==> src/rtl/ti_prince_pkg.sv <==
// Shared constants, share-word type and Q294 functions for the threshold
// implemented PRINCE S-box datapath. The Q294 representative used here is
// y0 = x0^x3, y1 = x1, y2 = x2^x0x1^x1x3, y3 = x3^x0x2^x2x3 (bit 0 = LSB).
package ti_prince_pkg;

    localparam int NIBBLE_W        = 4;
    localparam int SHARES          = 3;
    localparam int DEFAULT_NIBBLES = 16;

    typedef logic [NIBBLE_W-1:0]                 nibble_t;
    typedef logic [DEFAULT_NIBBLES*NIBBLE_W-1:0] share_word_t;

    // Unshared Q294 function, used as the golden reference for share recombination.
    function automatic nibble_t q294_ref(input nibble_t x);
        nibble_t y;
        y[0] = x[0] ^ x[3];
        y[1] = x[1];
        y[2] = x[2] ^ (x[0] & x[1]) ^ (x[1] & x[3]);
        y[3] = x[3] ^ (x[0] & x[2]) ^ (x[2] & x[3]);
        return y;
    endfunction

    // Q294 share component: linear and same-share quadratic terms come from a,
    // cross terms pair a with the next share b. Summing C over the cyclic share
    // pairs reproduces every product term of the unshared function exactly once.
    function automatic nibble_t q294_share(input nibble_t a, input nibble_t b);
        nibble_t y;
        y[0] = a[0] ^ a[3];
        y[1] = a[1];
        y[2] = a[2] ^ (a[0] & a[1]) ^ (a[0] & b[1]) ^ (a[1] & b[0])
                    ^ (a[1] & a[3]) ^ (a[1] & b[3]) ^ (a[3] & b[1]);
        y[3] = a[3] ^ (a[0] & a[2]) ^ (a[0] & b[2]) ^ (a[2] & b[0])
                    ^ (a[2] & a[3]) ^ (a[2] & b[3]) ^ (a[3] & b[2]);
        return y;
    endfunction

endpackage

==> src/rtl/ti_q294_nibble.sv <==
// One nibble of the quadratic TI layer: three Q294 share components with the
// cyclic share mapping (1,2), (2,3), (3,1). Each output share sees only two of
// the three input shares, which keeps the layer non-complete.
module ti_q294_nibble
    import ti_prince_pkg::*;
(
    input  nibble_t x1,
    input  nibble_t x2,
    input  nibble_t x3,
    output nibble_t y1,
    output nibble_t y2,
    output nibble_t y3
);

    assign y1 = q294_share(x1, x2);
    assign y2 = q294_share(x2, x3);
    assign y3 = q294_share(x3, x1);

endmodule

==> src/rtl/ti_quad_layer_pipe.sv <==
// Pipelined 3-share Q294 quadratic TI layer with valid/ready handshaking.
// PIPE=1 registers only the component outputs (the glitch-stopping register);
// PIPE=2 adds an input register ahead of the component logic. The ready chain
// is combinational through the stages, with no skid buffer.
// Optional feature: define TI_REFRESH_EN to add r1/r2 ports and re-mask the
// component outputs with fresh randomness before the output register.
module ti_quad_layer_pipe
    import ti_prince_pkg::*;
#(
    parameter int NIBBLES = 16,
    parameter int PIPE    = 1
) (
    input  logic                        clk,
    input  logic                        rst,
    input  logic                        in_valid,
    output logic                        in_ready,
    input  logic [NIBBLE_W*NIBBLES-1:0] x1,
    input  logic [NIBBLE_W*NIBBLES-1:0] x2,
    input  logic [NIBBLE_W*NIBBLES-1:0] x3,
    output logic                        out_valid,
    input  logic                        out_ready,
    output logic [NIBBLE_W*NIBBLES-1:0] y1,
    output logic [NIBBLE_W*NIBBLES-1:0] y2,
    output logic [NIBBLE_W*NIBBLES-1:0] y3,
    output logic [15:0]                 beat_cnt
`ifdef TI_REFRESH_EN
    ,
    input  logic [NIBBLE_W*NIBBLES-1:0] r1,
    input  logic [NIBBLE_W*NIBBLES-1:0] r2
`endif
);

    localparam int W = NIBBLE_W * NIBBLES;

    logic [W-1:0] cx1, cx2, cx3;
    logic [W-1:0] cy1, cy2, cy3;
    logic [W-1:0] dy1, dy2, dy3;
    logic         comp_valid;
    logic         out_load;

    generate
        if ((PIPE < 1) || (PIPE > 2) || (NIBBLES < 1)) begin : g_bad_params
            $fatal(1, "ti_quad_layer_pipe: PIPE must be 1 or 2 and NIBBLES at least 1");
        end
    endgenerate

    assign out_load = !out_valid || out_ready;

    generate
        if (PIPE == 2) begin : g_in_reg
            logic         v_in;
            logic [W-1:0] s1, s2, s3;

            // Input stage: accept a beat whenever it is empty or its beat moves on.
            always_ff @(posedge clk or posedge rst) begin
                if (rst) begin
                    v_in <= 1'b0;
                    s1   <= '0;
                    s2   <= '0;
                    s3   <= '0;
                end else if (in_ready) begin
                    v_in <= in_valid;
                    if (in_valid) begin
                        s1 <= x1;
                        s2 <= x2;
                        s3 <= x3;
                    end
                end
            end

            assign in_ready   = !v_in || out_load;
            assign comp_valid = v_in;
            assign cx1        = s1;
            assign cx2        = s2;
            assign cx3        = s3;
        end else begin : g_no_in_reg
            assign in_ready   = out_load;
            assign comp_valid = in_valid;
            assign cx1        = x1;
            assign cx2        = x2;
            assign cx3        = x3;
        end
    endgenerate

    generate
        for (genvar i = 0; i < NIBBLES; i++) begin : g_nib
            ti_q294_nibble u_nib (
                .x1 (cx1[NIBBLE_W*i +: NIBBLE_W]),
                .x2 (cx2[NIBBLE_W*i +: NIBBLE_W]),
                .x3 (cx3[NIBBLE_W*i +: NIBBLE_W]),
                .y1 (cy1[NIBBLE_W*i +: NIBBLE_W]),
                .y2 (cy2[NIBBLE_W*i +: NIBBLE_W]),
                .y3 (cy3[NIBBLE_W*i +: NIBBLE_W])
            );
        end
    endgenerate

`ifdef TI_REFRESH_EN
    assign dy1 = cy1 ^ r1;
    assign dy2 = cy2 ^ r2;
    assign dy3 = cy3 ^ r1 ^ r2;
`else
    assign dy1 = cy1;
    assign dy2 = cy2;
    assign dy3 = cy3;
`endif

    // Output stage: glitch-stopping register fed only by the component outputs.
    always_ff @(posedge clk or posedge rst) begin
        if (rst) begin
            out_valid <= 1'b0;
            y1        <= '0;
            y2        <= '0;
            y3        <= '0;
        end else if (out_load) begin
            out_valid <= comp_valid;
            if (comp_valid) begin
                y1 <= dy1;
                y2 <= dy2;
                y3 <= dy3;
            end
        end
    end

    // Count accepted output beats, wrapping at 16 bits.
    always_ff @(posedge clk or posedge rst) begin
        if (rst) begin
            beat_cnt <= 16'd0;
        end else if (out_valid && out_ready) begin
            beat_cnt <= beat_cnt + 16'd1;
        end
    end

endmodule

==> config.mk <==
export PLATFORM = sky130hd
export DESIGN_NAME = ti_quad_layer_pipe
export DESIGN_NICKNAME = d
export VERILOG_FILES = /design/src/rtl/ti_prince_pkg.sv /design/src/rtl/ti_q294_nibble.sv /design/src/rtl/ti_quad_layer_pipe.sv
export SDC_FILE = /design/constraint.sdc
export NUM_CORES = 1
export LEC_CHECK = 0
export CAP_MARGIN = 20
export CORE_MARGIN = 4
export CORE_UTILIZATION = 54
export CTS_CLUSTER_SIZE = 16
export DETAILED_ROUTE_END_ITERATION = 16
export GPL_TIMING_DRIVEN = 0
export HOLD_SLACK_MARGIN = 0.02
export PLACE_DENSITY = 0.88
export SLEW_MARGIN = 20
export SYNTH_ARGS = -nofsm -noshare
export SYNTH_HDL_FRONTEND = slang
export SYNTH_SLANG_ARGS = --single-unit
==> constraint.sdc <==
create_clock -name clk -period 16.8 [get_ports clk]
set_clock_uncertainty 0.15 [all_clocks]
set_input_delay 3.36 -clock clk [delete_from_list [all_inputs] [get_ports clk]]
set_output_delay 3.36 -clock clk [all_outputs]
set_load 0.05 [all_outputs]
==> metrics.txt, run 1 <==
Min-Delay Startpoint=y2[56]$_DFFE_PP0P_; number of buffers inserted during clock tree synthesis=26; cell area reported after detailed placement=0.01819 mm2; max-cap violations=0; Mapped Avg Cell Area=8.804 um2; CTS tree=built; leakage power=0.008263 uW; actual transition at the worst max-transition pin=883.1 ps; total global routing overflow=0; vias in the first global route=14.16k; yosys warns=0; share of the clock period used by the worst path=0.4950; primary flip-flop cell chosen by synthesis mapping=dfrtp_1; Max H-tree Level=1; overall routing resource usage=0.3037; met1 GRT Util=0.3716; sequential share of the synthesized area=0.3391; # nets final=2,202; switching power of the nets=879.0 uW; CTS sink count=209; list of most frequent post-synthesis cells=210 x nand2_1, 209 x dfrtp_1, 135 x buf_2; final wirelength=49,820 um; Final Critical Period=8316 ps; share of total power in combinational logic=0.423; final std cell area, no fill=0.01909 mm2; Resized cells post-CTS=0; net switching fraction of the power=0.4102; global-route wire length before repair=76,380 um; total internal power=1264 uW; M3 GR Usage=0.06259; portion of synthesized cell area occupied by the leading cell type=0.3391; highest achievable clock rate=120.2 MHz; worst flop-to-flop path startpoint=out_valid$_DFFE_PP0N_; Hold/Removal Path Class=reg -> reg; Crit Reg-Reg Endpoint=y2[21]$_DFFE_PP0P_; post-detailed-route count of antenna-violating nets=0; CP Launch Type=primary input; Worst-Skew Late Latency=530 ps; ratio of cells with drive above 1 in the final layout=0.1546; required time at the endpoint of the critical path=13,290 ps; first-pass iteration count of the detailed router=7; destination of the worst hold path=y2[56]$_DFFE_PP0P_; final-report max-slew violation count=0; Critical Path End Type=primary output; starting density of the core=0.5507; relative contribution of sequential cells to total power=0.306; final total negative setup slack=0 ps; met2 GRT Util=0.5166; Synth Net Count=1,949; setup slack of the most critical reg-to-reg path=14,150 ps; drt first-iter violations=1,186; average vias per placed instance=6.064; vertical die dimension=177.0 um; total number of vias=14.59k; Boundary Pins=406; hold-fix buffer count after cts=0; weighted congestion at the end of routability-driven global placement=0.9155; Worst Path Max Fanout=3; number of antenna violations at the first check in global routing=7; worst setup path category=in -> out; result of the run=finished clean; leading post-synthesis cells by cell area=dfrtp_1 34%, xnor2_1 5.8%, mux2_2 5.3%, nand2_1 5.1%, buf_2 4.4%; synthesized flop and latch total=209; smallest hold slack=328.6 ps; placeable core region=0.02801 mm2; most frequent cell after synthesis=nand2_1; number of enable-type register cells in the synthesized netlist=0; final setup vio count=0; synthesized cell area=0.01542 mm2; FF-to-FF path depth=6; IR Drop Worst-Case VDD=0.00008501 V; maximum clock insertion buffer count=3; share of flip-flops with an asynchronous set or reset=1.000; number of instances in the synthesized netlist=1,752; final cell count without fillers=2,406; placed cells=2,355; # Post-CTS Setup Buffers=0; Rel. slew slack=0.4112; Port Buffers=223; maximum number of pins on one net before global-route repair=98; number of placement rows=61; Clock Tree Root=clkbuf_16; DRC errors left=0; dominant cell type by area after synthesis=dfrtp_1; DR WL/cell=20.71 um; filler instances=2,160; clock input transition at the sequential cells of the worst setup and hold paths=60 ps; data arrival time of the critical path=4810 ps; Hold Violations, Final=0; die width=177.0 um; Clock Power Share=0.271; total power divided by cell area=112.3 mW/mm2; HPWL after detailed placement=36,490 um; signed area change from the synthesized netlist to the final layout=23.73%; Total Die Area=0.03133 mm2; number of cells on the worst hold path=2; Distinct cells, synth=40; unrepaired setup endpoints after global routing=false; global-route layer with the greatest usage=met2
-- stage by stage --
stage	util	setup slack, ps	power (uW)
2_1_floorplan	-	7581	1268
3_3_place_gp	0.6473	4680	1536
3_5_place_dp	0.6495	8485	1564
6_report	0.6814	8484	2143
4_1_cts	0.6810	8481	2148
5_1_grt	0.6814	8424	2227
-- worst max-delay path by stage --
stage                     startpoint                  endpoint
after global placement           rst  beat_cnt[10]$_DFFE_PP0P_
final                      out_ready                  in_ready
after global routing       out_ready                  in_ready
after floorplan                  rst   beat_cnt[0]$_DFFE_PP0P_
after detailed placement   out_ready                  in_ready
after CTS                  out_ready                  in_ready
-- registers in the layout (all words and copies together) (netlist names) --
signal	flops
y1	64
y2	64
y3	64
beat_cnt	16
out_valid	1
-- worst max-delay path: stages --
cell,delay [ps]
clkdlybuf4s50_1,460
nand2b_1,160
clkdlybuf4s50_1,820
-- layer usage --
layer	part of all wire	up-vias
met2	0.48	758
met5	0.00074	-
li1	-	6631
met4	0.053	6
met1	0.37	7017
met3	0.087	179
-- layout make-up --
type	count	area, um2	share of cell area
sequential	209	5230	0.2740
clock buffer	41	798.3	0.04183
buffer	222	1141	0.05979
multi-input combinational	1277	8889	0.4657
tap	378	473.0	0.02478
timing repair buffer	225	2287	0.1198
inverter	44	172.7	0.009047
antenna	4	10.01	0.0005245
clock inverter	6	85.08	0.004458
-- placed cells by master (no fill, tap or decap), types with 3 or more instances in the layout --
master	instances
a21o_1	14
clkdlybuf4s50_1	223
mux2_4	16
nor4bb_1	17
clkbuf_8	7
and4bb_1	5
xnor3_1	26
clkbuf_1	70
nor2b_1	52
nor3_1	17
a21oi_1	106
mux2_1	12
a221oi_2	22
a211oi_1	28
a22oi_1	22
nand2b_1	60
buf_4	3
xnor2_1	102
buf_6	16
diode_2	4
inv_1	43
a2111oi_0	16
nand4_1	4
buf_2	135
dfrtp_1	209
o311a_1	16
clkbuf_16	27
o21ai_1	122
a221oi_1	32
nand3_1	53
mux2i_1	40
buf_1	3
nand2_1	210
o21ai_0	130
mux2_2	73
xor2_1	37
nor2_1	36
-- cells by family after synthesis --
logic type               Yosys count  synth area share
AO/OA/AOI/OAI                    510            0.2075
AND/OR/NAND/NOR                  460            0.1475
buffers and inverters            266           0.08469
flip-flops                       209            0.3391
XOR/XNOR                         165            0.1169
multiplexers                     141            0.1036
adder cells (fa/ha/maj)            1         0.0008110
-- power by group through the flow --
| stage | registers [uW] | clock network (uW) | logic (uW) |
|---|---|---|---|
| 2_1_floorplan | 966 | 0 | 302 |
| 3_3_place_gp | 657 | 0 | 879 |
| 3_5_place_dp | 661 | 0 | 903 |
| 4_1_cts | 654 | 587 | 907 |
| 5_1_grt | 665 | 608 | 954 |
| 6_report | 656 | 580 | 907 |
No activity file was read; power rests on OpenSTA's default activity.
==> inputs of run 2 (changes only) <==
--- a/config.mk
+++ b/config.mk
@@ -7,12 +7,12 @@
 export LEC_CHECK = 0
 export CAP_MARGIN = 20
 export CORE_MARGIN = 4
-export CORE_UTILIZATION = 54
+export CORE_UTILIZATION = 45
 export CTS_CLUSTER_SIZE = 16
 export DETAILED_ROUTE_END_ITERATION = 16
 export GPL_TIMING_DRIVEN = 0
 export HOLD_SLACK_MARGIN = 0.02
-export PLACE_DENSITY = 0.88
+export PLACE_DENSITY = 0.78
 export SLEW_MARGIN = 20
 export SYNTH_ARGS = -nofsm -noshare
 export SYNTH_HDL_FRONTEND = slang
==> constraint.sdc (replaced) <==
create_clock -name clk -period 7.38 [get_ports clk]
set_clock_uncertainty 0.15 [all_clocks]
set_input_delay 1.476 -clock clk [delete_from_list [all_inputs] [get_ports clk]]
set_output_delay 1.476 -clock clk [all_outputs]
set_load 0.05 [all_outputs]
==> run 2 against run 1 <==
  * Routed wire length is 0.51% lower
  * Count of clock-buffer cells in the layout fell by 10
  * Clock power up 140%
==> metrics.txt, run 2 (same netlist as run 1, synthesis figures left out) <==
hold-fix buffer count after cts=0 (unchanged); area taken by multi-input logic gates=0.008889 mm2 (unchanged); Total Die Area=0.03730 mm2 (was 0.03133 mm2); final setup vio count=0 (unchanged); total power divided by cell area=256.7 mW/mm2 (was 112.3 mW/mm2); global-route wire length before repair=76,310 um (was 76,380 um); share of the clock period used by the worst path=0.6172; number of cells on the worst hold path=1 (was 2); leakage power=0.008283 uW (was 0.008263 uW); Port Buffers=223 (unchanged); destination of the worst hold path=y3[19]$_DFFE_PP0P_ (was y2[56]$_DFFE_PP0P_); vias in the first global route=14.08k (was 14.16k); actual transition at the worst max-transition pin=958.3 ps (was 883.1 ps); final cell count without fillers=2,475 (was 2,406); Worst-Skew Late Latency=530 ps (about the same); final-report max-slew violation count=0 (unchanged); clock input transition at the sequential cells of the worst setup and hold paths=50 ps (was 60 ps); IR Drop Worst-Case VDD=0.0002061 V (was 0.00008501 V); vertical die dimension=193.1 um (was 177.0 um); Crit Reg-Reg Endpoint=y3[45]$_DFFE_PP0P_ (was y2[21]$_DFFE_PP0P_); most frequent cells in the layout=223 x clkdlybuf4s50_1, 210 x nand2_1, 209 x dfrtp_1 (unchanged); required time at the endpoint of the critical path=5750 ps (was 13,290 ps); CP Launch Type=primary input (unchanged); # nets final=2,203 (was 2,202); number of buffers inserted during clock tree synthesis=27 (was 26); CTS tree=built (unchanged); signed area change from the synthesized netlist to the final layout=24.56% (was 23.73%); # Post-CTS Setup Buffers=0 (unchanged); Min-Delay Startpoint=y3[19]$_DFFE_PP0P_ (was y2[56]$_DFFE_PP0P_); drt first-iter violations=780 (was 1,186); maximum number of pins on one net before global-route repair=91 (was 98); worst setup path category=in -> out (unchanged); die width=193.1 um (was 177.0 um); placed cells=2,425 (was 2,355); unrepaired setup endpoints after global routing=false (unchanged); number of antenna violations at the first check in global routing=6 (was 7); overall routing resource usage=0.2548 (was 0.3037); Clock Tree Root=clkbuf_16 (unchanged); total global routing overflow=0 (unchanged); DR WL/cell=20.03 um (was 20.71 um); average vias per placed instance=5.777 (was 6.064); highest achievable clock rate=219.5 MHz; ordered cell list for the critical path=clkdlybuf4s50_1, nand2b_1, clkdlybuf4s50_1 (unchanged); weighted congestion at the end of routability-driven global placement=0.8697 (was 0.9155); placeable core region=0.03370 mm2 (was 0.02801 mm2); Largest regs=y1: 64 flops, y2: 64 flops, y3: 64 flops (unchanged); worst flop-to-flop path startpoint=out_valid$_DFFE_PP0N_ (unchanged); Crit path largest cell delay=820 ps (about the same); number of placement rows=67 (was 61); Hold Violations, Final=0 (unchanged); cell with the largest stage delay on the worst path=clkdlybuf4s50_1 (unchanged); starting density of the core=0.4577 (was 0.5507); result of the run=finished clean (unchanged); most used cell along the critical path=clkdlybuf4s50_1 (unchanged); Final Critical Period=4555 ps; Critical Path End Type=primary output (unchanged); HPWL after detailed placement=36,540 um (was 36,490 um); setup slack of the most critical reg-to-reg path=4760 ps (was 14,150 ps); data arrival time of the critical path=2930 ps (was 4810 ps); final wirelength=49,570 um (was 49,820 um); FF-to-FF path depth=6 (unchanged); first-pass iteration count of the detailed router=7 (unchanged); Max H-tree Level=1 (unchanged); area of all sequential standard cells=0.005230 mm2 (unchanged); total number of vias=14.30k (was 14.59k); Rel. slew slack=0.3611 (was 0.4112); CTS sink count=209 (unchanged); Resized cells post-CTS=0 (unchanged); final total negative setup slack=0 ps (unchanged); smallest hold slack=325.8 ps (was 328.6 ps); Boundary Pins=406 (unchanged); post-detailed-route count of antenna-violating nets=0 (unchanged); most common library cell in the layout ignoring fill and taps=clkdlybuf4s50_1 (unchanged); maximum clock insertion buffer count=3 (unchanged); Worst Path Max Fanout=3 (unchanged); filler instances=2,982 (was 2,160); DRC errors left=0 (unchanged); ratio of cells with drive above 1 in the final layout=0.1571 (was 0.1546); Hold/Removal Path Class=reg -> reg (unchanged); max-cap violations=0 (unchanged)
==> run 2: metrics by stage <==
stage | total power, uW | area (um2) | setup WS (ps) | util
5_1_grt | 5159 | 19210 | 2773 | 0.5701
4_1_cts | 4962 | 19210 | 2826 | 0.5699
3_5_place_dp | 3558 | 18280 | 2833 | 0.5424
3_3_place_gp | 3507 | 18220 | -2914 | 0.5406
2_1_floorplan | 2886 | 15420 | 44.82 | -
6_report | 4931 | 19210 | 2825 | 0.5701
==> run 2: how the worst max path moves through the flow <==
stage              start                 endpoint  cells after the start
5_1_grt        out_ready                 in_ready                      3
4_1_cts        out_ready                 in_ready                      3
3_3_place_gp         rst       y1[60]$_DFFE_PP0P_                      2
6_report       out_ready                 in_ready                      3
2_1_floorplan        rst  beat_cnt[0]$_DFFE_PP0P_                      1
3_5_place_dp   out_ready                 in_ready                      3
==> run 2: where the power goes <==
group / switching [uW] / internal (uW)
clock network: 526 / 860
registers: 141 / 1350
logic: 1330 / 721
==> run 2: cell type report <==
class | count | area share
multi-input combinational | 1277 | 0.4626
sequential | 209 | 0.2722
timing repair buffer | 225 | 0.1190
buffer | 222 | 0.05939
clock buffer | 31 | 0.03699
tap | 448 | 0.02917
clock inverter | 16 | 0.01120
inverter | 44 | 0.008987
antenna | 3 | 0.0003907
==> run 2: critical path: cells and delay by family <==
| family | cells | cell delay, ps |
|---|---|---|
| buf+inv | 2 | 1280 |
| simple gates | 1 | 170 |
==> run 2: per-layer routing <==
metal	routed length (um)	vias to the layer above	GRT usage
met5	35	-	0
met4	2339	4	0.1035
met3	3792	141	0.04987
met2	23260	574	0.4266
met1	20140	6947	0.3252
li1	-	6632	-
==> inputs of run 3 (changes only) <==
==> constraint.sdc (replaced) <==
create_clock -name clk -period 3.86 [get_ports clk]
set_clock_uncertainty 0.15 [all_clocks]
set_input_delay 0.772 -clock clk [delete_from_list [all_inputs] [get_ports clk]]
set_output_delay 0.772 -clock clk [all_outputs]
set_load 0.05 [all_outputs]
==> run 3 against run 2 <==
  * First-iteration DRC count decreased by 3.2%
  * Critical path type is now in -> reg
  * Combinational power rose by 93%
  * Core utilization rose by 0.23 points
  * Count of clock-buffer cells in the layout grew 6
  * Sequential power is 91% higher
  * Highest routed layer is now met4
  * Critical path depth is 4 higher
  * Clock power up 86%
  * Sequential share of layout area down 0.11 points
  * Sequential cell count did not move
  * Register-to-register slack worse by 3700 ps
==> metrics.txt, run 3 (same netlist as run 1, synthesis figures left out) <==
drt first-iter violations=755 (was 780); Port Buffers=223 (unchanged); Rel. slew slack=0.2584 (was 0.3611); maximum number of pins on one net before global-route repair=33 (was 91); actual transition at the worst max-transition pin=1112 ps (was 958.3 ps); max-cap violations=0 (unchanged); Clock Tree Root=clkbuf_16 (unchanged); CTS tree=built (unchanged); cell area reported after detailed placement=0.01837 mm2 (was 0.01828 mm2); ratio of cells with drive above 1 in the final layout=0.1591 (was 0.1571); leakage power=0.008329 uW (was 0.008283 uW); placeable core region=0.03370 mm2 (unchanged); area of all sequential standard cells=0.005230 mm2 (unchanged); number of placement rows=67 (unchanged); total global routing overflow=0 (unchanged); final std cell area, no fill=0.01929 mm2 (was 0.01921 mm2); final-report max-slew violation count=0 (unchanged); total power divided by cell area=485.5 mW/mm2 (was 256.7 mW/mm2); vertical die dimension=193.1 um (unchanged); DR WL/cell=19.93 um (was 20.03 um); IR Drop Worst-Case VDD=0.0003664 V (was 0.0002061 V); filler instances=2,950 (was 2,982); HPWL after detailed placement=37,120 um (was 36,540 um); worst setup slack after layout=681.9 ps (was 2825 ps); total design power=9366 uW (was 4931 uW); Worst-Skew Late Latency=520 ps (was 530 ps); Total Die Area=0.03730 mm2 (unchanged); hold-fix buffer count after cts=0 (unchanged); highest achievable clock rate=314.7 MHz; total number of vias=14.21k (was 14.30k); number of antenna violations at the first check in global routing=1 (was 6); final wirelength=49,440 um (was 49,570 um); average vias per placed instance=5.726 (was 5.777); result of the run=finished clean (unchanged); Crit path largest cell delay=860 ps (was 820 ps); buffers plus inverters on the worst setup path=4 (was 2); Resized cells post-CTS=0 (unchanged); placed cells=2,430 (was 2,425); global-route wire length before repair=75,980 um (was 76,310 um); cell with the largest stage delay on the worst path=clkbuf_1 (was clkdlybuf4s50_1); area taken by multi-input logic gates=0.008889 mm2 (unchanged); Largest regs=y1: 64 flops, y2: 64 flops, y3: 64 flops (unchanged); worst setup path category=in -> reg (was in -> out); final setup vio count=0 (unchanged); data arrival time of the critical path=3380 ps (was 2930 ps); clock input transition at the sequential cells of the worst setup and hold paths=60 ps (was 50 ps); DRC errors left=0 (unchanged); Hold/Removal Path Class=reg -> reg (unchanged); signed area change from the synthesized netlist to the final layout=25.07% (was 24.56%); ordered cell list for the critical path=clkdlybuf4s50_1, nand2b_1, nand2_2, buf_2, buf_2, clkbuf_1, o21ai_0 (was clkdlybuf4s50_1, nand2b_1, clkdlybuf4s50_1); Max H-tree Level=1 (unchanged); overall routing resource usage=0.2528 (was 0.2548); CTS sink count=209 (unchanged); share of the clock period used by the worst path=0.8233; number of buffers inserted during clock tree synthesis=26 (was 27); required time at the endpoint of the critical path=4070 ps (was 5750 ps); Hold Violations, Final=0 (unchanged); cell family with the largest share of critical-path delay=buffers and inverters (unchanged); most used cell along the critical path=buf_2 (was clkdlybuf4s50_1); starting density of the core=0.4577 (unchanged); weighted congestion at the end of routability-driven global placement=0.8843 (was 0.8697); first-pass iteration count of the detailed router=5 (was 7); unrepaired setup endpoints after global routing=false (unchanged); Worst Path Max Fanout=10 (was 3); CP Launch Type=primary input (unchanged); die width=193.1 um (unchanged); most common library cell in the layout ignoring fill and taps=clkdlybuf4s50_1 (unchanged); post-detailed-route count of antenna-violating nets=0 (unchanged); # Post-CTS Setup Buffers=0 (unchanged); vias in the first global route=13.84k (was 14.08k); Boundary Pins=406 (unchanged); Critical Path End Type=flop (was primary output); placement-stage worst setup slack=63.05 ps (was 2833 ps); Final Critical Period=3178 ps; maximum clock insertion buffer count=3 (unchanged); most frequent cells in the layout=223 x clkdlybuf4s50_1, 210 x nand2_1, 209 x dfrtp_1 (unchanged); final cell count without fillers=2,481 (was 2,475); # nets final=2,207 (was 2,203)
[run 3: cell types whose count changed in the layout (fill, tap and decap cells not counted), sizes merged]
cell	previous run	this run
buf	159	164
bufinv	5	3
clkinvlp	4	2
clkbuf	96	102
inv	44	43
[run 3: metrics by stage]
| stage | util | hold slack [ps] | TNS (ps) |
|---|---|---|---|
| 2_1_floorplan | - | 591.3 | 0 |
| 3_3_place_gp | 0.5407 | 308.5 | -320420 |
| 3_5_place_dp | 0.5451 | 311.8 | 0 |
| 4_1_cts | 0.5723 | 323.6 | 0 |
| 5_1_grt | 0.5723 | 345.3 | 0 |
| 6_report | 0.5725 | 315.2 | 0 |
[run 3: power breakdown]
part	total (uW)	internal (uW)	switching, uW
Sequential	2840	2580	264
Combinational	3950	1390	2560
Clock	2580	1600	973
[run 3: routing by layer]
metal,part of all wire,vias up,track usage
li1,-,6645,-
met1,0.40,6971,0.3209
met2,0.49,501,0.4326
met3,0.081,90,0.05618
met4,0.030,0,0.07734
met5,0,-,0
[run 3: cell type report]
| type | count | share of cell area |
|---|---|---|
| diodes | 3 | 0.0003891 |
| plain buffers | 222 | 0.05915 |
| clock buffers | 37 | 0.04060 |
| clock inverters | 11 | 0.006875 |
| inverters | 44 | 0.008755 |
| multi-input cells | 1277 | 0.4607 |
| flip-flops and latches | 209 | 0.2711 |
| well taps | 448 | 0.02906 |
| repair buffers | 230 | 0.1234 |
[run 3: path summary, 6_finish.rpt]
path / from / end / slack [ps] / cells after the start
setup / recovery: out_ready / y3[57]$_DFFE_PP0P_ / 680 / 7
hold / removal: beat_cnt[15]$_DFFE_PP0P_ / beat_cnt[15]$_DFFE_PP0P_ / 320 / 1
setup reg to reg: out_valid$_DFFE_PP0N_ / y3[57]$_DFFE_PP0P_ / 1050 / 6
hold reg to reg: beat_cnt[15]$_DFFE_PP0P_ / beat_cnt[15]$_DFFE_PP0P_ / 320 / 1
max in group asynchronous: rst / y2[20]$_DFFE_PP0P_ / 1820 / 6
min in group asynchronous: rst / beat_cnt[9]$_DFFE_PP0P_ / 540 / 2
==> edit 1: new RTL, config.mk and constraints of run 3 <==
Make the reset (`rst`) synchronous in 3 clocked blocks.
--- a/src/rtl/ti_quad_layer_pipe.sv
+++ b/src/rtl/ti_quad_layer_pipe.sv
@@ -52,7 +52,7 @@
             logic [W-1:0] s1, s2, s3;
 
             // Input stage: accept a beat whenever it is empty or its beat moves on.
-            always_ff @(posedge clk or posedge rst) begin
+            always_ff @(posedge clk) begin
                 if (rst) begin
                     v_in <= 1'b0;
                     s1   <= '0;
@@ -106,7 +106,7 @@
 `endif
 
     // Output stage: glitch-stopping register fed only by the component outputs.
-    always_ff @(posedge clk or posedge rst) begin
+    always_ff @(posedge clk) begin
         if (rst) begin
             out_valid <= 1'b0;
             y1        <= '0;
@@ -123,7 +123,7 @@
     end
 
     // Count accepted output beats, wrapping at 16 bits.
-    always_ff @(posedge clk or posedge rst) begin
+    always_ff @(posedge clk) begin
         if (rst) begin
             beat_cnt <= 16'd0;
         end else if (out_valid && out_ready) begin
Function: changed (a bounded check fails within 4 cycles, from zero or initial values and one cycle with rst high; the reset may be asserted at any time).
==> edit 1 against run 3 <==
  * Synthesized cell count increased by 18%
  * Via count rose by 20%
  * Register-to-register slack better by 0.34 ns
  * Wire length is 36% higher
  * Sequential cell count is the same
  * Worst setup slack lost 0.22 ns
  * Total power shrank 19%
  * Synthesized area grew 2.5%
  * First-iteration DRC count rose by 77%
  * Final area rose by 2.1%
  * Sequential power down 14%
  * Critical path depth is 4 lower
  * Critical path type is now in2out
==> edit 1: results (changes against run 3) <==
{
  "dp_hpwl": {"value": 47300, "unit": "um", "change": "+27%"},
  "mean_routed_wirelength_per_cell": {"value": 23.8, "unit": "um", "change": "+19%"},
  "ys_seq_area_share": {"value": 26.5, "unit": "%", "change": "-7.4 points"},
  "detailedRoute.firstPassIterationCount": {"value": 11, "change": "+6"},
  "synthArstFlopShare": {"value": 0, "unit": "%", "change": "-100 points"},
  "synth.yosys.warnings": {"value": 0, "change": "unchanged"},
  "timing.hold.worst.start": "y3[41]",
  "layout-drive-gt1-share": {"value": 14.8, "unit": "%", "change": "-1.1 points"},
  "regToRegEndpoint": "y2[63]",
  "hold_path_end": "y3[41]",
  "regToRegSetupSlack": {"value": 1.39, "unit": "ns", "change": "+0.34 ns"},
  "slowest_delay": {"value": 0.83, "unit": "ns", "change": "-0.03 ns"},
  "global_route_wire_length_before_repair": {"value": 97900, "unit": "um", "change": "+29%"},
  "port_buffers": {"value": 245, "change": "+9.9%"},
  "routability_congestion_estimate_from_global_placement": {"value": 0.920, "change": "+4.0%"},
  "synth.distinct_cells": {"value": 35, "change": "-13%"},
  "grt_usage": {"value": 32.9, "unit": "%", "change": "+7.6 points"},
  "drt_first_iter_violations": {"value": 1334, "change": "+77%"},
  "synth-adder-area-share": {"value": 0.0792, "unit": "%", "change": "-0.0019 points"},
  "grt_max_degree": {"value": 14, "change": "-58%"},
  "total_cts_buffers": {"value": 27, "change": "+3.8%"},
  "synth.top_cells.by_area": "sky130_fd_sc_hd__dfxtp_1, sky130_fd_sc_hd__nand2_1, sky130_fd_sc_hd__a21oi_1, sky130_fd_sc_hd__mux2_2, sky130_fd_sc_hd__buf_2",
  "critical_path.reg2reg.startpoint": "out_valid",
  "number_of_antenna_violations_at_the_first_check_in_global_routing": {"value": 3, "change": "+2"},
  "hp-class": "reg2reg",
  "vias_per_cell": {"value": 6.07, "change": "+6.0%"},
  "synth_fp_nets": {"value": 2261, "change": "+16%"},
  "via_count_of_the_first_global_routing_pass": {"value": 15987, "change": "+16%"},
  "power.ir.vdd_worst": {"value": 334, "unit": "uV", "change": "-8.8%"},
  "number_of_cells_on_the_worst_hold_path": {"value": 2, "change": "+1"},
  "worst_slew_slack_as_a_fraction_of_its_limit": {"value": 15.9, "unit": "%", "change": "-9.9 points"},
  "critical_path.slowest_cell": "sky130_fd_sc_hd__clkdlybuf4s50_1",
  "leakagePower": {"value": 7.08, "unit": "nW", "change": "-15%"},
  "ys_dominant_reg_cell": "sky130_fd_sc_hd__dfxtp_1",
  "status": "finished clean",
  "timing.critical_path.fanout_max": {"value": 5, "change": "-5"},
  "syn_inst": {"value": 2064, "change": "+18%"},
  "proportion_of_synthesized_area_in_mux_cells": {"value": 10.3, "unit": "%", "change": "-0.019 points"},
  "finalNetCount": {"value": 2535, "change": "+15%"},
  "clk-insertion-delay-late": {"value": 0.55, "unit": "ns", "change": "+0.03 ns"},
  "fillCellCount": {"value": 3162, "change": "+7.2%"}
}
==> edit 1: cell count changes in the layout (fill, tap and decap cells not counted), moves of 48 or more <==
cell and delta:
sky130_fd_sc_hd__dfxtp_1 +209, sky130_fd_sc_hd__o21ai_1 -122, sky130_fd_sc_hd__nand2b_1 -60, sky130_fd_sc_hd__nor3b_1 +48, sky130_fd_sc_hd__nor2_1 +136, sky130_fd_sc_hd__nor2b_1 +60, sky130_fd_sc_hd__o211ai_1 +48, sky130_fd_sc_hd__dfrtp_1 -209
sky130_fd_sc_hd__nand4_1 +48, sky130_fd_sc_hd__a21oi_1 +59
==> edit 1: per-stage QoR <==
stage | worst slack (ns) | hold WS [ns] | area [um^2]
2_1_floorplan | 1.67 | 0.522 | 15800
3_3_place_gp | 0.372 | 0.291 | 18800
3_5_place_dp | 0.494 | 0.297 | 18800
4_1_cts | 0.493 | 0.305 | 19700
5_1_grt | 0.458 | 0.330 | 19700
6_report | 0.460 | 0.304 | 19700
==> edit 1: worst max-delay path, delay by kind of cell <==
family | cells | cell delay (ns)
buffers and inverters | 2 | 1.43
AND/OR/NAND/NOR | 1 | 0.27
==> edit 1: worst max-delay path by stage <==
stage	from	to	slack (ns)	cells past startpoint
2_1_floorplan	out_ready	y3[14]	1.67	7
3_3_place_gp	out_ready	y3[55]	0.37	7
3_5_place_dp	rst	out_valid	0.49	5
4_1_cts	out_ready	in_ready	0.49	3
5_1_grt	out_ready	in_ready	0.46	3
6_report	out_ready	in_ready	0.46	3
==> edit 1: cell families (layout without fill, tap and decap cells) <==
group,after synthesis,count (layout)
AND/OR/NAND/NOR,811,811
AO/OA/AOI/OAI,504,504
buffers and inverters,271,564
flip-flops,209,209
multiplexers,144,144
XOR/XNOR,124,124
adder cells (fa/ha/maj),1,1
other,0,4
==> edit 1: layer usage <==
layer | vias to the layer above | global-route usage [%] | routed length [um]
met5 | - | 0 | 0
met4 | 0 | 14.6 | 3510
met3 | 188 | 7.42 | 6700
met2 | 880 | 53.8 | 30300
met1 | 8135 | 41.5 | 26500
li1 | 7891 | - | -
==> edit 1: cell type report <==
class                           count  share of cell area (%)
Timing Repair Buffer              245                    12.4
Multi-Input combinational cell   1584                    52.5
Inverter                           19                   0.362
Sequential cell                   209                    21.2
Clock inverter                     14                   0.654
Clock buffer                       34                    3.72
Buffer                            252                    6.19
Tap cell                          455                    2.89
Antenna cell                        4                  0.0508
==> edit 1: power breakdown <==
part           internal, mW  switching, mW  leakage, nW
combinational         0.888           1.72         4.93
clock                  1.47           1.05        0.427
sequential             2.34          0.116         1.72
==> edit 2: new RTL, flow settings as in run 3 <==
Made on the original files. The option `TI_REFRESH_EN` is turned on by a define.
--- a/src/rtl/ti_quad_layer_pipe.sv
+++ b/src/rtl/ti_quad_layer_pipe.sv
@@ -4,6 +4,8 @@
 // is combinational through the stages, with no skid buffer.
 // Optional feature: define TI_REFRESH_EN to add r1/r2 ports and re-mask the
 // component outputs with fresh randomness before the output register.
+`define TI_REFRESH_EN
+
 module ti_quad_layer_pipe
     import ti_prince_pkg::*;
 #(
Ports: changed (added r1 and r2); port bits go from 406 to 534. No check against the original RTL was run, so the function may have changed too.
==> edit 2 against run 3 <==
  * Sequential cell count unchanged
  * Non-clock buffer count increased by 131
  * Global-route usage grew 1.6 points
  * Count of clock-buffer cells in the layout grew 2
  * Register-to-register slack gained 0.25 ns
  * Final area grew 14%
  * Worst setup slack got worse by 0.091 ns
  * Via count up 2.9%
  * Synthesized area grew 4.1%
  * Combinational power rose by 27%
  * Wire length is 11% higher
  * Total power up 13%
  * Critical endpoint is now in_ready
  * Highest routed layer is now met5
==> edit 2: results (changes against run 3) <==
{
  "dp_hpwl": {"value": 43200, "unit": "um", "change": "+16%"},
  "ys_seq_area_share": {"value": 32.6, "unit": "%", "change": "-1.3 points"},
  "grt_usage": {"value": 26.8, "unit": "%", "change": "+1.6 points"},
  "synth_top_cells_by_count": "sky130_fd_sc_hd__xnor2_1, sky130_fd_sc_hd__nand2_1, sky130_fd_sc_hd__o21ai_0, sky130_fd_sc_hd__dfrtp_1, sky130_fd_sc_hd__xor2_1",
  "postPlaceCellArea": {"value": 21000, "unit": "um^2", "change": "+14%"},
  "timing.critical_path.fanout_max": {"value": 4, "change": "-6"},
  "via_count_of_the_first_global_routing_pass": {"value": 14783, "change": "+6.9%"},
  "grt_max_degree": {"value": 30, "change": "-9.1%"},
  "mean_routed_wirelength_per_cell": {"value": 19.9, "unit": "um", "change": "about the same"},
  "vias_per_cell": {"value": 5.30, "change": "-7.4%"},
  "status": "finished clean",
  "leakagePower": {"value": 8.89, "unit": "nW", "change": "+6.8%"},
  "worst_pin_slew": {"value": 0.774, "unit": "ns", "change": "-0.338 ns"},
  "global_route_wire_length_before_repair": {"value": 83400, "unit": "um", "change": "+9.7%"},
  "pre_cts_slack": {"value": 0.346, "unit": "ns", "change": "+0.283 ns"},
  "worst-endpoint-arrival": {"value": 2.35, "unit": "ns", "change": "-1.03 ns"},
  "power.ir.vdd_worst": {"value": 674, "unit": "uV", "change": "+84%"},
  "port_buffers": {"value": 423, "change": "+90%"},
  "ff2ff_path_depth": {"value": 5, "change": "-1"},
  "cts_setup_buffers": {"value": 0, "change": "unchanged"},
  "drt_first_iter_violations": {"value": 602, "change": "-20%"},
  "synth.top_cells.by_area": "sky130_fd_sc_hd__dfrtp_1, sky130_fd_sc_hd__xnor2_1, sky130_fd_sc_hd__xor2_1, sky130_fd_sc_hd__o21ai_0, sky130_fd_sc_hd__mux2i_1",
  "fillCellCount": {"value": 2905, "change": "-1.5%"},
  "synth_fp_nets": {"value": 2146, "change": "+10%"},
  "finalNetCount": {"value": 2604, "change": "+18%"},
  "layout-drive-gt1-share": {"value": 8.18, "unit": "%", "change": "-7.7 points"},
  "synth.distinct_cells": {"value": 47, "change": "+18%"}
}
==> edit 2: cell count changes after synthesis, sizes merged, moves of 49 or more <==
| cell | change |
|---|---|
| mux2i | +56 |
| a21oi | -49 |
| buf | -84 |
| mux2 | -71 |
| xnor2 | +258 |
| xor2 | +98 |
==> edit 2: final cells by class <==
cell class | count | share of cell area, %
clock inverter | 8 | 0.639
antenna | 4 | 0.0456
inverter | 35 | 0.616
multi-input combinational | 1424 | 45.4
sequential | 209 | 23.8
clock buffer | 39 | 3.51
buffer | 153 | 3.37
tap | 455 | 2.60
timing repair buffer | 430 | 20.0
==> edit 2: worst paths after layout <==
path | end | start | slack, ns
setup / recovery | in_ready | out_ready | 0.59
hold / removal | beat_cnt[15] | beat_cnt[15] | 0.32
setup reg to reg | y1[45] | out_valid | 1.30
max in group asynchronous | y3[46] | rst | 1.74
hold reg to reg | beat_cnt[15] | beat_cnt[15] | 0.32
min in group asynchronous | y2[16] | rst | 0.55
==> edit 2: power by group <==
| part | internal, mW | switching (mW) |
|---|---|---|
| clock | 1.64 | 0.975 |
| sequential | 2.66 | 0.297 |
| combinational | 1.85 | 3.16 |
==> edit 2: cell families after synthesis <==
family                   share of synthesized area, %
AO/OA/AOI/OAI                                    12.9
buffers and inverters                            5.41
XOR/XNOR                                         27.5
flip-flops                                       32.6
adder cells (fa/ha/maj)                        0.0779
multiplexers                                     8.37
AND/OR/NAND/NOR                                  13.2
==> edit 2: worst max-delay path, cell delays in order <==
cell	delay [ns]
sky130_fd_sc_hd__clkdlybuf4s50_1	0.52
sky130_fd_sc_hd__nand2b_1	0.22
sky130_fd_sc_hd__clkdlybuf4s50_1	0.84
==> edit 2: metal layers <==
metal | GRT usage [%] | wire, um
met1 | 31.2 | 20600
met2 | 47.6 | 27500
met3 | 8.29 | 5210
met4 | 8.09 | 1640
met5 | 0 | 11
==> edit 2: through the flow <==
| stage | instances | hold WS (ns) | setup TNS [ns] |
|---|---|---|---|
| after detailed placement | 2706 | 0.305 | 0 |
| after CTS | 2753 | 0.317 | 0 |
| after floorplan | 1821 | 0.592 | 0 |
| after global routing | 2756 | 0.345 | 0 |
| final | 2757 | 0.318 | 0 |
| after global placement | 2699 | 0.310 | -308.93 |
